--- config.mk ---
export PLATFORM = sky130hd
export DESIGN_NAME = rx_frame_assembler
export DESIGN_NICKNAME = d
export VERILOG_FILES = /design/src/rtl/rx_frame_pkg.sv /design/src/rtl/rx_sync_fifo.sv /design/src/rtl/rx_frame_assembler.sv
export SDC_FILE = /design/constraint.sdc
export NUM_CORES = 1
export LEC_CHECK = 0
export CAP_MARGIN = 20
export CORE_MARGIN = 4
export CORE_UTILIZATION = 51
export CTS_BUF_LIST = sky130_fd_sc_hd__clkbuf_16
export CTS_CLUSTER_SIZE = 28
export DETAILED_ROUTE_END_ITERATION = 16
export PLACE_DENSITY = 0.73
export SYNTH_ARGS = -nofsm -noshare
export SYNTH_HDL_FRONTEND = slang
export SYNTH_HIERARCHICAL = 1
export SYNTH_SLANG_ARGS = --single-unit
--- constraint.sdc ---
create_clock -name clk -period 3 [get_ports clk]
set_clock_uncertainty 0.1 [all_clocks]
set_input_delay 0.6 -clock clk [delete_from_list [all_inputs] [get_ports clk]]
set_output_delay 0.6 -clock clk [all_outputs]
set_load 0.01 [all_outputs]
--- src/rtl/rx_frame_pkg.sv ---
// Shared types for the receive frame assembler: FSM states and the FIFO entry layout.
package rx_frame_pkg;

  // Width of one stored FIFO entry: {sof, eof, frame_err, data[7:0]}.
  localparam int ENTRY_W = 11;

  typedef enum logic [1:0] {
    IDLE    = 2'd0,
    COLLECT = 2'd1,
    DROP    = 2'd2
  } state_t;

  typedef struct packed {
    logic       sof;
    logic       eof;
    logic       frame_err;
    logic [7:0] data;
  } fifo_entry_t;

endpackage

--- src/rtl/rx_sync_fifo.sv ---
// Single-clock first-word-fall-through FIFO. The head entry is read combinationally
// and driven to zero while empty. Pointers wrap naturally (DEPTH is a power of two);
// the occupancy count has one extra bit so that "full" is representable.
module rx_sync_fifo #(
  parameter int WIDTH = 11,
  parameter int DEPTH = 8
) (
  input  logic                     clk,
  input  logic                     rst,
  input  logic                     i_push,
  input  logic [WIDTH-1:0]         i_wr_data,
  input  logic                     i_pop,
  output logic [WIDTH-1:0]         o_rd_data,
  output logic                     o_full,
  output logic                     o_empty,
  output logic [$clog2(DEPTH):0]   o_count
);

  localparam int AW = $clog2(DEPTH);

  logic [WIDTH-1:0] r_mem [DEPTH];
  logic [AW-1:0]    r_wr_ptr;
  logic [AW-1:0]    r_rd_ptr;
  logic [AW:0]      r_count;
  logic             w_full;
  logic             w_empty;
  logic             w_do_push;
  logic             w_do_pop;

  assign w_full    = (r_count == (AW+1)'(DEPTH));
  assign w_empty   = (r_count == '0);
  // A push into a full FIFO is still legal when a pop frees the slot in the same cycle.
  assign w_do_push = i_push && (!w_full || i_pop);
  assign w_do_pop  = i_pop && !w_empty;

  // Pointer and occupancy bookkeeping.
  always_ff @(posedge clk or posedge rst) begin
    if (rst) begin
      r_wr_ptr <= '0;
      r_rd_ptr <= '0;
      r_count  <= '0;
    end else begin
      if (w_do_push) r_wr_ptr <= r_wr_ptr + 1'b1;
      if (w_do_pop)  r_rd_ptr <= r_rd_ptr + 1'b1;
      case ({w_do_push, w_do_pop})
        2'b10:   r_count <= r_count + 1'b1;
        2'b01:   r_count <= r_count - 1'b1;
        default: r_count <= r_count;
      endcase
    end
  end

  // Storage array; contents are don't-care until written, so no reset.
  always_ff @(posedge clk) begin
    if (w_do_push) r_mem[r_wr_ptr] <= i_wr_data;
  end

  assign o_rd_data = w_empty ? '0 : r_mem[r_rd_ptr];
  assign o_full    = w_full;
  assign o_empty   = w_empty;
  assign o_count   = r_count;

endmodule

--- src/rtl/rx_frame_assembler.sv ---
// Groups corrected channel bytes into fixed-length frames and streams them out of a
// small FIFO with SOF/EOF markers and a per-frame error flag. A frame is admitted
// only if the FIFO has room for all of it at its first byte; otherwise it is dropped whole.
// Optional feature: define RX_FRAME_ERR_STATS_EN to build the saturating err_total counter.
//
// Output handshake: an entry transfers on every posedge where out_valid && out_ready;
// out_valid never depends on out_ready, and out_* hold while out_valid && !out_ready.
module rx_frame_assembler
  import rx_frame_pkg::*;
#(
  parameter int FRAME_LEN  = 4,
  parameter int FIFO_DEPTH = 8,
  parameter int CNT_W      = 16
) (
  input  logic             clk,
  input  logic             rst,
  input  logic             in_valid,
  input  logic [7:0]       in_data,
  input  logic             in_err,
  input  logic             out_ready,
  output logic             out_valid,
  output logic [7:0]       out_data,
  output logic             out_sof,
  output logic             out_eof,
  output logic             out_frame_err,
  output logic [7:0]       drop_cnt,
  output logic [CNT_W-1:0] err_total,
  output state_t           dbg_state
);

  localparam int          AW       = $clog2(FIFO_DEPTH);
  localparam int          PW       = $clog2(FRAME_LEN);
  localparam logic [AW:0] DEPTH_C  = (AW+1)'(FIFO_DEPTH);
  localparam logic [AW:0] FLEN_C   = (AW+1)'(FRAME_LEN);
  localparam logic [PW-1:0] LAST_POS = PW'(FRAME_LEN - 1);

  state_t          r_state;
  state_t          w_state_nx;
  logic [PW-1:0]   r_pos;
  logic [PW-1:0]   w_pos_nx;
  logic            r_acc;
  logic            w_acc_nx;
  logic [7:0]      r_drop_cnt;
  logic            w_drop;
  logic            w_push;
  logic            w_pop;
  fifo_entry_t     w_entry;
  fifo_entry_t     w_head;
  logic [ENTRY_W-1:0] w_rd_data;
  logic            w_full;
  logic            w_empty;
  logic [AW:0]     w_count;
  logic [AW:0]     w_free;

  rx_sync_fifo #(
    .WIDTH (ENTRY_W),
    .DEPTH (FIFO_DEPTH)
  ) u_fifo (
    .clk       (clk),
    .rst       (rst),
    .i_push    (w_push),
    .i_wr_data (w_entry),
    .i_pop     (w_pop),
    .o_rd_data (w_rd_data),
    .o_full    (w_full),
    .o_empty   (w_empty),
    .o_count   (w_count)
  );

  // Free space seen at a frame start; pops this cycle are not counted as free yet.
  assign w_free = w_full ? '0 : (DEPTH_C - w_count);
  assign w_pop  = !w_empty && out_ready;

  // FSM state, byte position and running frame-error accumulator.
  always_ff @(posedge clk or posedge rst) begin
    if (rst) begin
      r_state <= IDLE;
      r_pos   <= '0;
      r_acc   <= 1'b0;
    end else begin
      r_state <= w_state_nx;
      r_pos   <= w_pos_nx;
      r_acc   <= w_acc_nx;
    end
  end

  // Next-state, push decision and entry formatting; nothing moves without in_valid.
  always_comb begin
    w_state_nx = r_state;
    w_pos_nx   = r_pos;
    w_acc_nx   = r_acc;
    w_push     = 1'b0;
    w_drop     = 1'b0;
    w_entry    = '0;
    if (in_valid) begin
      case (r_state)
        IDLE: begin
          if (w_free >= FLEN_C) begin
            w_push       = 1'b1;
            w_entry.sof  = 1'b1;
            w_entry.data = in_data;
            w_acc_nx     = in_err;
            w_state_nx   = COLLECT;
          end else begin
            w_drop     = 1'b1;
            w_state_nx = DROP;
          end
          w_pos_nx = PW'(1);
        end
        COLLECT: begin
          w_push       = 1'b1;
          w_entry.data = in_data;
          if (r_pos == LAST_POS) begin
            w_entry.eof       = 1'b1;
            w_entry.frame_err = r_acc | in_err;
            w_state_nx        = IDLE;
            w_pos_nx          = '0;
            w_acc_nx          = 1'b0;
          end else begin
            w_pos_nx = r_pos + 1'b1;
            w_acc_nx = r_acc | in_err;
          end
        end
        DROP: begin
          if (r_pos == LAST_POS) begin
            w_state_nx = IDLE;
            w_pos_nx   = '0;
          end else begin
            w_pos_nx = r_pos + 1'b1;
          end
        end
        default: begin
          w_state_nx = IDLE;
          w_pos_nx   = '0;
          w_acc_nx   = 1'b0;
        end
      endcase
    end
  end

  // Saturating count of whole frames dropped.
  always_ff @(posedge clk or posedge rst) begin
    if (rst) begin
      r_drop_cnt <= '0;
    end else if (w_drop && (r_drop_cnt != 8'hFF)) begin
      r_drop_cnt <= r_drop_cnt + 1'b1;
    end
  end

`ifdef RX_FRAME_ERR_STATS_EN
  logic [CNT_W-1:0] r_err_total;

  // Saturating count of every valid byte flagged in_err, regardless of FSM state.
  always_ff @(posedge clk or posedge rst) begin
    if (rst) begin
      r_err_total <= '0;
    end else if (in_valid && in_err && (r_err_total != {CNT_W{1'b1}})) begin
      r_err_total <= r_err_total + 1'b1;
    end
  end

  assign err_total = r_err_total;
`else
  assign err_total = '0;
`endif

  assign w_head        = w_rd_data;
  assign out_valid     = !w_empty;
  assign out_data      = w_head.data;
  assign out_sof       = w_head.sof;
  assign out_eof       = w_head.eof;
  assign out_frame_err = w_head.frame_err;
  assign drop_cnt      = r_drop_cnt;
  assign dbg_state     = r_state;

endmodule

==> flow_metrics.py, run 1 <==
metrics = {
    "outcome": {
        "status": "completed",
    },
    "route": {
        "avgRoutedWirePerCell_um": 18.79,
        "postRouteAntennaNets": 0,
        "routed_via_density": 5.422,
        "vias": 2711,
        "drc": 0,
        "drt_iter0_drc": 121,
        "dr.pass1.iters": 4,
        "drt-total-wl_mm": 9.396,
    },
    "global_route": {
        "grt_start_max_net_pins": 25,
        "grt_util_all_layers": 0.1786,
        "grt_pass1_wl_mm": 15.19,
        "antenna_found_initial": 0,
        "grt_pass1_vias": 2795,
        "grt_overflow": 0,
    },
    "sta": {
        "setup_ws_ns": 0.05219,
        "fin_crit_sh": 0.9826,
        "setup_tns_ns": 0,
        "setup_viol_count_final": 0,
        "slew_headroom": 0.6621,
        "finalHoldViolCount": 0,
        "worst_pin_slew_ns": 0.5063,
        "period_needed_ns": 2.948,
        "rsz0062_at_grt": "true",
        "max_clock_freq_ghz": 0.3392,
        "drv_slew": 0,
    },
    "placed_design": {
        "gp_congestion": 0.7610,
        "port_buffers": 34,
        "dp_slack_ns": -0.03630,
        "dp_hpwl_mm": 6.222,
        "dpl_cell_area_mm2": 0.005563,
    },
    "power_and_ir_drop": {
        "leakagePower_nw": 2.307,
        "switching_share": 0.3246,
        "internal-power_mw": 3.954,
        "peakVddDrop_v": 0.0004103,
        "p_sw_mw": 1.901,
        "power_density_mw_per_mm2": 987.4,
        "comb_power_share": 0.420,
        "power_frac_clock": 0.200,
        "power.share.sequential": 0.379,
    },
    "critical_path": {
        "criticalPathCategory": "flop to output pin",
        "cp-start-kind": "flop",
        "arrival_ns": 2.25,
        "crit_required_ns": 2.30,
        "worstPathMaxFanout": 11,
        "cp-end-kind": "output pin",
    },
    "finish": {
        "fin_nets": 390,
        "n_fill_cell": 682,
        "area_delta_synth_final_pct": 20.01,
        "final_area_mm2": 0.005929,
        "fin_util": 0.6357,
        "n_antenna_cell": 0,
        "drive_gt1_frac": 0.2453,
    },
    "floorplanning": {
        "ioPinCount": 51,
        "dieWidth_um": 106.4,
        "start_util": 0.5297,
        "coreArea_mm2": 0.009328,
        "rows": 35,
        "die-area_mm2": 0.01133,
        "die_h_um": 106.4,
    },
    "synth": {
        "synth.avg_cell_area_um2": 16.42,
        "synth_top_area_frac": 0.5348,
        "synth_edf_count": 88,
        "ys.flop_type": "edfxtp_1",
        "ys_seq_elements": 111,
        "yosys.cell_types.count": 56,
        "syn-cell-area_mm2": 0.004941,
        "yosysTopAreaCell": "edfxtp_1",
        "yosysWarningCount": 6,
        "yosysMostFrequentCell": "edfxtp_1",
        "synth.top_cells.by_count": "edfxtp_1, dfrtp_1, mux4_2",
        "postSynthCellCount": 301,
        "synth-seq-area-share": 0.6513,
        "async_flop_share": 0.2072,
        "netlist_top_cells_area": "edfxtp_1, dfrtp_1, mux4_2",
    },
    "clocking": {
        "cts_tree": "built",
        "clk_latency_ns": 0.34,
        "root_buffer": "clkbuf_16",
        "htreeDepth": 3,
        "clk_path_buf_depth": 2,
        "path_clk_slew_ns": 0.07,
        "cts-buffers-inserted": 9,
        "clock_sinks": 111,
    },
    "flow_run": {
        "maxCapViolations": 0,
    },
    "min_path": {
        "hold_class": "flop to flop",
    },
}
[stage by stage]
step | power (mW) | instances | hold slack, ns
2_1_floorplan | 3.842 | 316 | 0.3402
3_3_place_gp | 4.658 | 481 | 0.3876
3_5_place_dp | 4.726 | 481 | 0.3889
4_1_cts | 5.917 | 497 | 0.4025
5_1_grt | 6.214 | 500 | 0.4373
6_report | 5.855 | 500 | 0.4102
[what timing repair did]
item / in CTS / in global routing
gates cloned: 0 / 0
resized for setup: 6 / 10
hold buffers: 0 / 0
pin swaps: 0 / 2
setup buffers: 0 / 3
setup endpoints to repair: 12 / 11
[cell type report]
type | instances | area (um^2) | area share
Tap cell | 129 | 161.4 | 0.02722
Sequential cell | 111 | 3219 | 0.5429
Timing Repair Buffer | 67 | 619.3 | 0.1045
Clock inverter | 7 | 72.57 | 0.01224
Inverter | 17 | 63.81 | 0.01076
Multi-Input combinational cell | 160 | 1568 | 0.2644
Clock buffer | 9 | 225.2 | 0.03798
[worst paths after layout]
path | from | slack (ns) | depth (start not counted) | end
worst max-delay path | u_fifo/o_count[1]$_DFFE_PP0P_ | 0.05 | 4 | out_data[0]
worst min-delay path | drop_cnt[7]$_DFFE_PP0P_ | 0.41 | 1 | drop_cnt[7]$_DFFE_PP0P_
worst max register to register | u_fifo/o_count[2]$_DFFE_PP0P_ | 0.07 | 10 | u_fifo/o_count[3]$_DFFE_PP0P_
worst min register to register | drop_cnt[7]$_DFFE_PP0P_ | 0.41 | 1 | drop_cnt[7]$_DFFE_PP0P_
max in group asynchronous | rst | 1.93 | 2 | r_pos[1]$_DFFE_PP0P_
min in group asynchronous | rst | 0.50 | 2 | u_fifo/r_rd_ptr[1]$_DFFE_PP0P_
[routing by layer]
layer	vias to the layer above	routed length (um)	GRT usage
li1	1270	-	-
met1	1345	4156	0.2472
met2	87	4572	0.2833
met3	9	541	0.03339
met4	0	125	0.06849
met5	-	0	0
[placed cells by master (no fill, tap or decap), drive strengths merged, types with 3 or more instances in the layout]
master	Yosys	routed
clkinv	0	3
nand3	3	3
xnor2	6	6
clkbuf	5	9
clkdlybuf4s50	0	25
mux2	5	5
edfxtp	88	88
nor2	7	7
nor3	8	8
a21oi	3	3
and3	11	11
nor2b	3	3
dfrtp	23	23
mux4	22	22
o21ai	3	3
o211ai	4	4
xor2	8	8
buf	23	33
dlymetal6s2s	0	8
conb	1	16
a22o	11	11
nand2	7	7
inv	17	18
ha	11	11
[power groups by stage]
stage / Sequential [mW] / Combinational (mW) / Clock (mW)
global route: 2.26 / 2.69 / 1.27
global placement: 2.23 / 2.43 / 0
detailed placement: 2.25 / 2.48 / 0
floorplan: 2.24 / 1.60 / 0
CTS: 2.22 / 2.50 / 1.20
finish: 2.22 / 2.46 / 1.17
[critical path, cell delays in order (launching register included)]
cell	delay (ns)
dfrtp_2	0.44
or4_4	0.55
and2_4	0.24
a22o_1	0.20
clkdlybuf4s50_1	0.47
[cells by family (layout without fill, tap and decap cells)]
family                   Yosys count  in the layout  synth area share
AO/OA/AOI/OAI                     34             34           0.05774
other                              1             16         0.0007590
multiplexers                      28             28            0.1145
AND/OR/NAND/NOR                   57             57           0.07066
buffers and inverters             45            100           0.05242
flip-flops                       111            111            0.6513
adder cells (fa/ha/maj)           11             11           0.02785
XOR/XNOR                          14             14           0.02482
[registers in the layout (all words and copies together), names as in the netlist]
register	count
r_pos	2
u_fifo/r_wr_ptr	3
dbg_state	2
drop_cnt	8
u_fifo/o_count	4
u_fifo/r_rd_ptr	3
u_fifo/r_mem	88
r_acc	1
No activity file was read; power rests on OpenSTA's default activity.
==> run 2: changes to the inputs <==
--- a/config.mk
+++ b/config.mk
@@ -11,6 +11,7 @@
 export CTS_BUF_LIST = sky130_fd_sc_hd__clkbuf_16
 export CTS_CLUSTER_SIZE = 28
 export DETAILED_ROUTE_END_ITERATION = 16
+export GPL_TIMING_DRIVEN = 0
 export PLACE_DENSITY = 0.73
 export SYNTH_ARGS = -nofsm -noshare
 export SYNTH_HDL_FRONTEND = slang
==> run 2 against run 1 <==
Compared with the run above:
- cell count up 2.6%
- clock-buffer cell count unchanged
- sequential cell count unchanged
- core utilization up 2.0 points
- non-clock buffer count up 12
- worst setup slack worse by 0.035 ns
- total power up 3.8%
- largest power group unchanged
- highest routed layer unchanged
==> flow_metrics.py, run 2 (synthesis gave the netlist of run 1 again) <==
metrics = {
    "global_route": {
        "grt_pass1_vias": 2852,
        "grt_pass1_wl_mm": 15.70,
        "antenna_found_initial": 0,
        "grt_util_all_layers": 0.1851,
        "grt_overflow": 0,
        "grt_start_max_net_pins": 20,
    },
    "critical_path": {
        "cp-start-kind": "flop",
        "critPathTopFamily": "simple AND/OR/NAND/NOR gates",
        "slowest_stage": "or4b_4",
        "cp-end-kind": "flop",
        "worstPathCellList": "buf_6, or4b_4, inv_2, a211oi_4, a21o_4, and2_4, o21ai_4, ha_4, or3b_4, a2111oi_4, o221ai_2",
        "crit_required_ns": 3.11,
        "cp_num_buf_inv": 2,
        "cp_slowest_stage_delay_ns": 0.55,
        "criticalPathCategory": "flop to flop",
        "arrival_ns": 3.10,
        "rr_endpoint": "u_fifo/o_count[3]$_DFFE_PP0P_",
        "reg2reg_depth": 11,
        "worstPathMaxFanout": 5,
        "r2r_start": "u_fifo/o_count[1]$_DFFE_PP0P_",
        "reg2reg_slack_ns": 0.02,
    },
    "sta": {
        "period_needed_ns": 2.982,
        "fin_crit_sh": 0.9941,
        "max_clock_freq_ghz": 0.3353,
        "setup_tns_ns": 0,
        "drv_slew": 0,
        "rsz0062_at_grt": "true",
        "worst_pin_slew_ns": 0.8051,
        "slew_headroom": 0.4585,
        "setup_viol_count_final": 0,
        "finalHoldViolCount": 0,
    },
    "placed_design": {
        "port_buffers": 34,
        "dpl_cell_area_mm2": 0.005627,
        "gp_congestion": 0.7489,
        "dp_hpwl_mm": 6.571,
    },
    "finish": {
        "drive_gt1_frac": 0.3029,
        "final_cell_mix": "edfxtp_1, buf_4, clkdlybuf4s50_1, mux4_2, dfrtp_1",
        "largest_reg_flops": 88,
        "n_fill_cell": 661,
        "final_area_mm2": 0.006116,
        "layout_commonest_cell": "edfxtp_1",
        "fin_util": 0.6557,
        "area_delta_synth_final_pct": 23.78,
        "fin_nets": 402,
        "largest-register": "u_fifo/r_mem",
    },
    "power_and_ir_drop": {
        "power.share.sequential": 0.376,
        "power_density_mw_per_mm2": 993.5,
        "internal-power_mw": 3.983,
        "comb_power_share": 0.441,
        "switching_share": 0.3444,
        "totalPowerFinal_mw": 6.076,
        "power_frac_clock": 0.184,
        "peakVddDrop_v": 0.0004540,
        "leakagePower_nw": 2.327,
        "p_sw_mw": 2.093,
    },
    "clocking": {
        "path_clk_slew_ns": 0.07,
        "cts-buffers-inserted": 9,
        "ctsHoldBuffers": 0,
        "cts_tree": "built",
        "htreeDepth": 3,
        "root_buffer": "clkbuf_16",
        "clk_latency_ns": 0.34,
        "clock_sinks": 111,
        "clk_path_buf_depth": 2,
    },
    "floorplanning": {
        "rows": 35,
        "start_util": 0.5297,
        "die_h_um": 106.4,
        "ioPinCount": 51,
        "dieWidth_um": 106.4,
        "die-area_mm2": 0.01133,
        "coreArea_mm2": 0.009328,
    },
    "min_path": {
        "worstHoldEndpoint": "drop_cnt[7]$_DFFE_PP0P_",
        "hold_class": "flop to flop",
        "min-delay-start": "drop_cnt[7]$_DFFE_PP0P_",
        "hold_depth": 1,
    },
    "route": {
        "postRouteAntennaNets": 0,
        "drt_iter0_drc": 166,
        "wl_met1_mm": 4.414,
        "routed_via_density": 5.480,
        "drt-total-wl_mm": 10.09,
        "drc": 0,
        "routed-wl-met2_mm": 5.118,
        "routed.top_layer": "met4",
        "dr.pass1.iters": 4,
        "vias": 2811,
        "avgRoutedWirePerCell_um": 19.66,
        "wl_met3_um": 373,
    },
    "outcome": {
        "status": "completed",
    },
    "flow_run": {
        "maxCapViolations": 0,
    },
}
-- run 2: changes by cell type in the layout (fill, tap and decap cells not counted), sizes merged --
cell / before / now
clkbuf: 9 / 11
clkdlybuf4s15: 0 / 7
inv: 18 / 20
bufinv: 1 / 0
diode: 0 / 1
clkdlybuf4s50: 25 / 23
clkinv: 3 / 4
dlymetal6s2s: 8 / 0
dlygate4sd2: 1 / 4
clkinvlp: 2 / 0
buf: 33 / 43
-- run 2: how the worst max path moves through the flow --
stage / startpoint / to / slack, ns / cells after the start
finish: u_fifo/o_count[1]$_DFFE_PP0P_ / u_fifo/o_count[3]$_DFFE_PP0P_ / 0.02 / 11
global route: u_fifo/o_count[1]$_DFFE_PP0P_ / u_fifo/o_count[3]$_DFFE_PP0P_ / -0.08 / 11
CTS: u_fifo/o_count[1]$_DFFE_PP0P_ / u_fifo/o_count[3]$_DFFE_PP0P_ / -0.26 / 12
detailed placement: in_valid / u_fifo/o_count[3]$_DFFE_PP0P_ / -0.90 / 10
global placement: in_valid / u_fifo/r_mem[2][3]$_DFFE_PP_ / -1.50 / 6
floorplan: u_fifo/o_count[1]$_DFFE_PP0P_ / u_fifo/o_count[3]$_DFFE_PP0P_ / -0.1 / 12
-- run 2: power groups by stage --
stage / clock, mW / combinational (mW) / sequential [mW]
2_1_floorplan: 0 / 1.60 / 2.24
3_3_place_gp: 0 / 2.33 / 2.27
3_5_place_dp: 0 / 2.45 / 2.30
4_1_cts: 1.14 / 2.47 / 2.28
5_1_grt: 1.21 / 2.89 / 2.32
6_report: 1.12 / 2.68 / 2.28
-- run 2: layout make-up --
cell class / instances / area, um^2 / area share
diodes: 1 / 2.502 / 0.0004092
repair buffers: 53 / 504.2 / 0.08245
flip-flops and latches: 111 / 3221 / 0.5266
clock buffers: 9 / 225.2 / 0.03682
inverters: 17 / 66.31 / 0.01084
well taps: 129 / 161.4 / 0.02639
multi-input cells: 160 / 1660 / 0.2715
clock inverters: 7 / 53.80 / 0.008797
plain buffers: 26 / 221.5 / 0.03621
-- run 2: routing by layer --
layer / global-route usage / vias up
li1: - / 1290
met1: 0.2476 / 1431
met2: 0.3050 / 76
met3: 0.03279 / 14
met4: 0.07032 / 0
met5: 0 / -
-- run 2: stage by stage --
step | hold slack [ns] | setup WS, ns | cells
2_1_floorplan | 0.3402 | -0.09762 | 316
3_3_place_gp | 0.3871 | -1.500 | 479
3_5_place_dp | 0.3905 | -0.8975 | 485
4_1_cts | 0.4047 | -0.2588 | 503
5_1_grt | 0.4320 | -0.07905 | 512
6_report | 0.4048 | 0.01757 | 513
-- run 2: worst reg2reg max path, delay by kind of cell, from the launching register on --
family	cells	cell delay (ns)
flip-flops	1	0.41
AND/OR/NAND/NOR	3	1.11
AO/OA/AOI/OAI	5	0.82
adder cells (fa/ha/maj)	1	0.18
buffers and inverters	2	0.22
-- run 2: timing repair --
item                                    CTS  global route
endpoints found under the setup margin   97            68
setup buffers                             2            11
pin swaps                                 1             7
gates resized for setup                  33            20
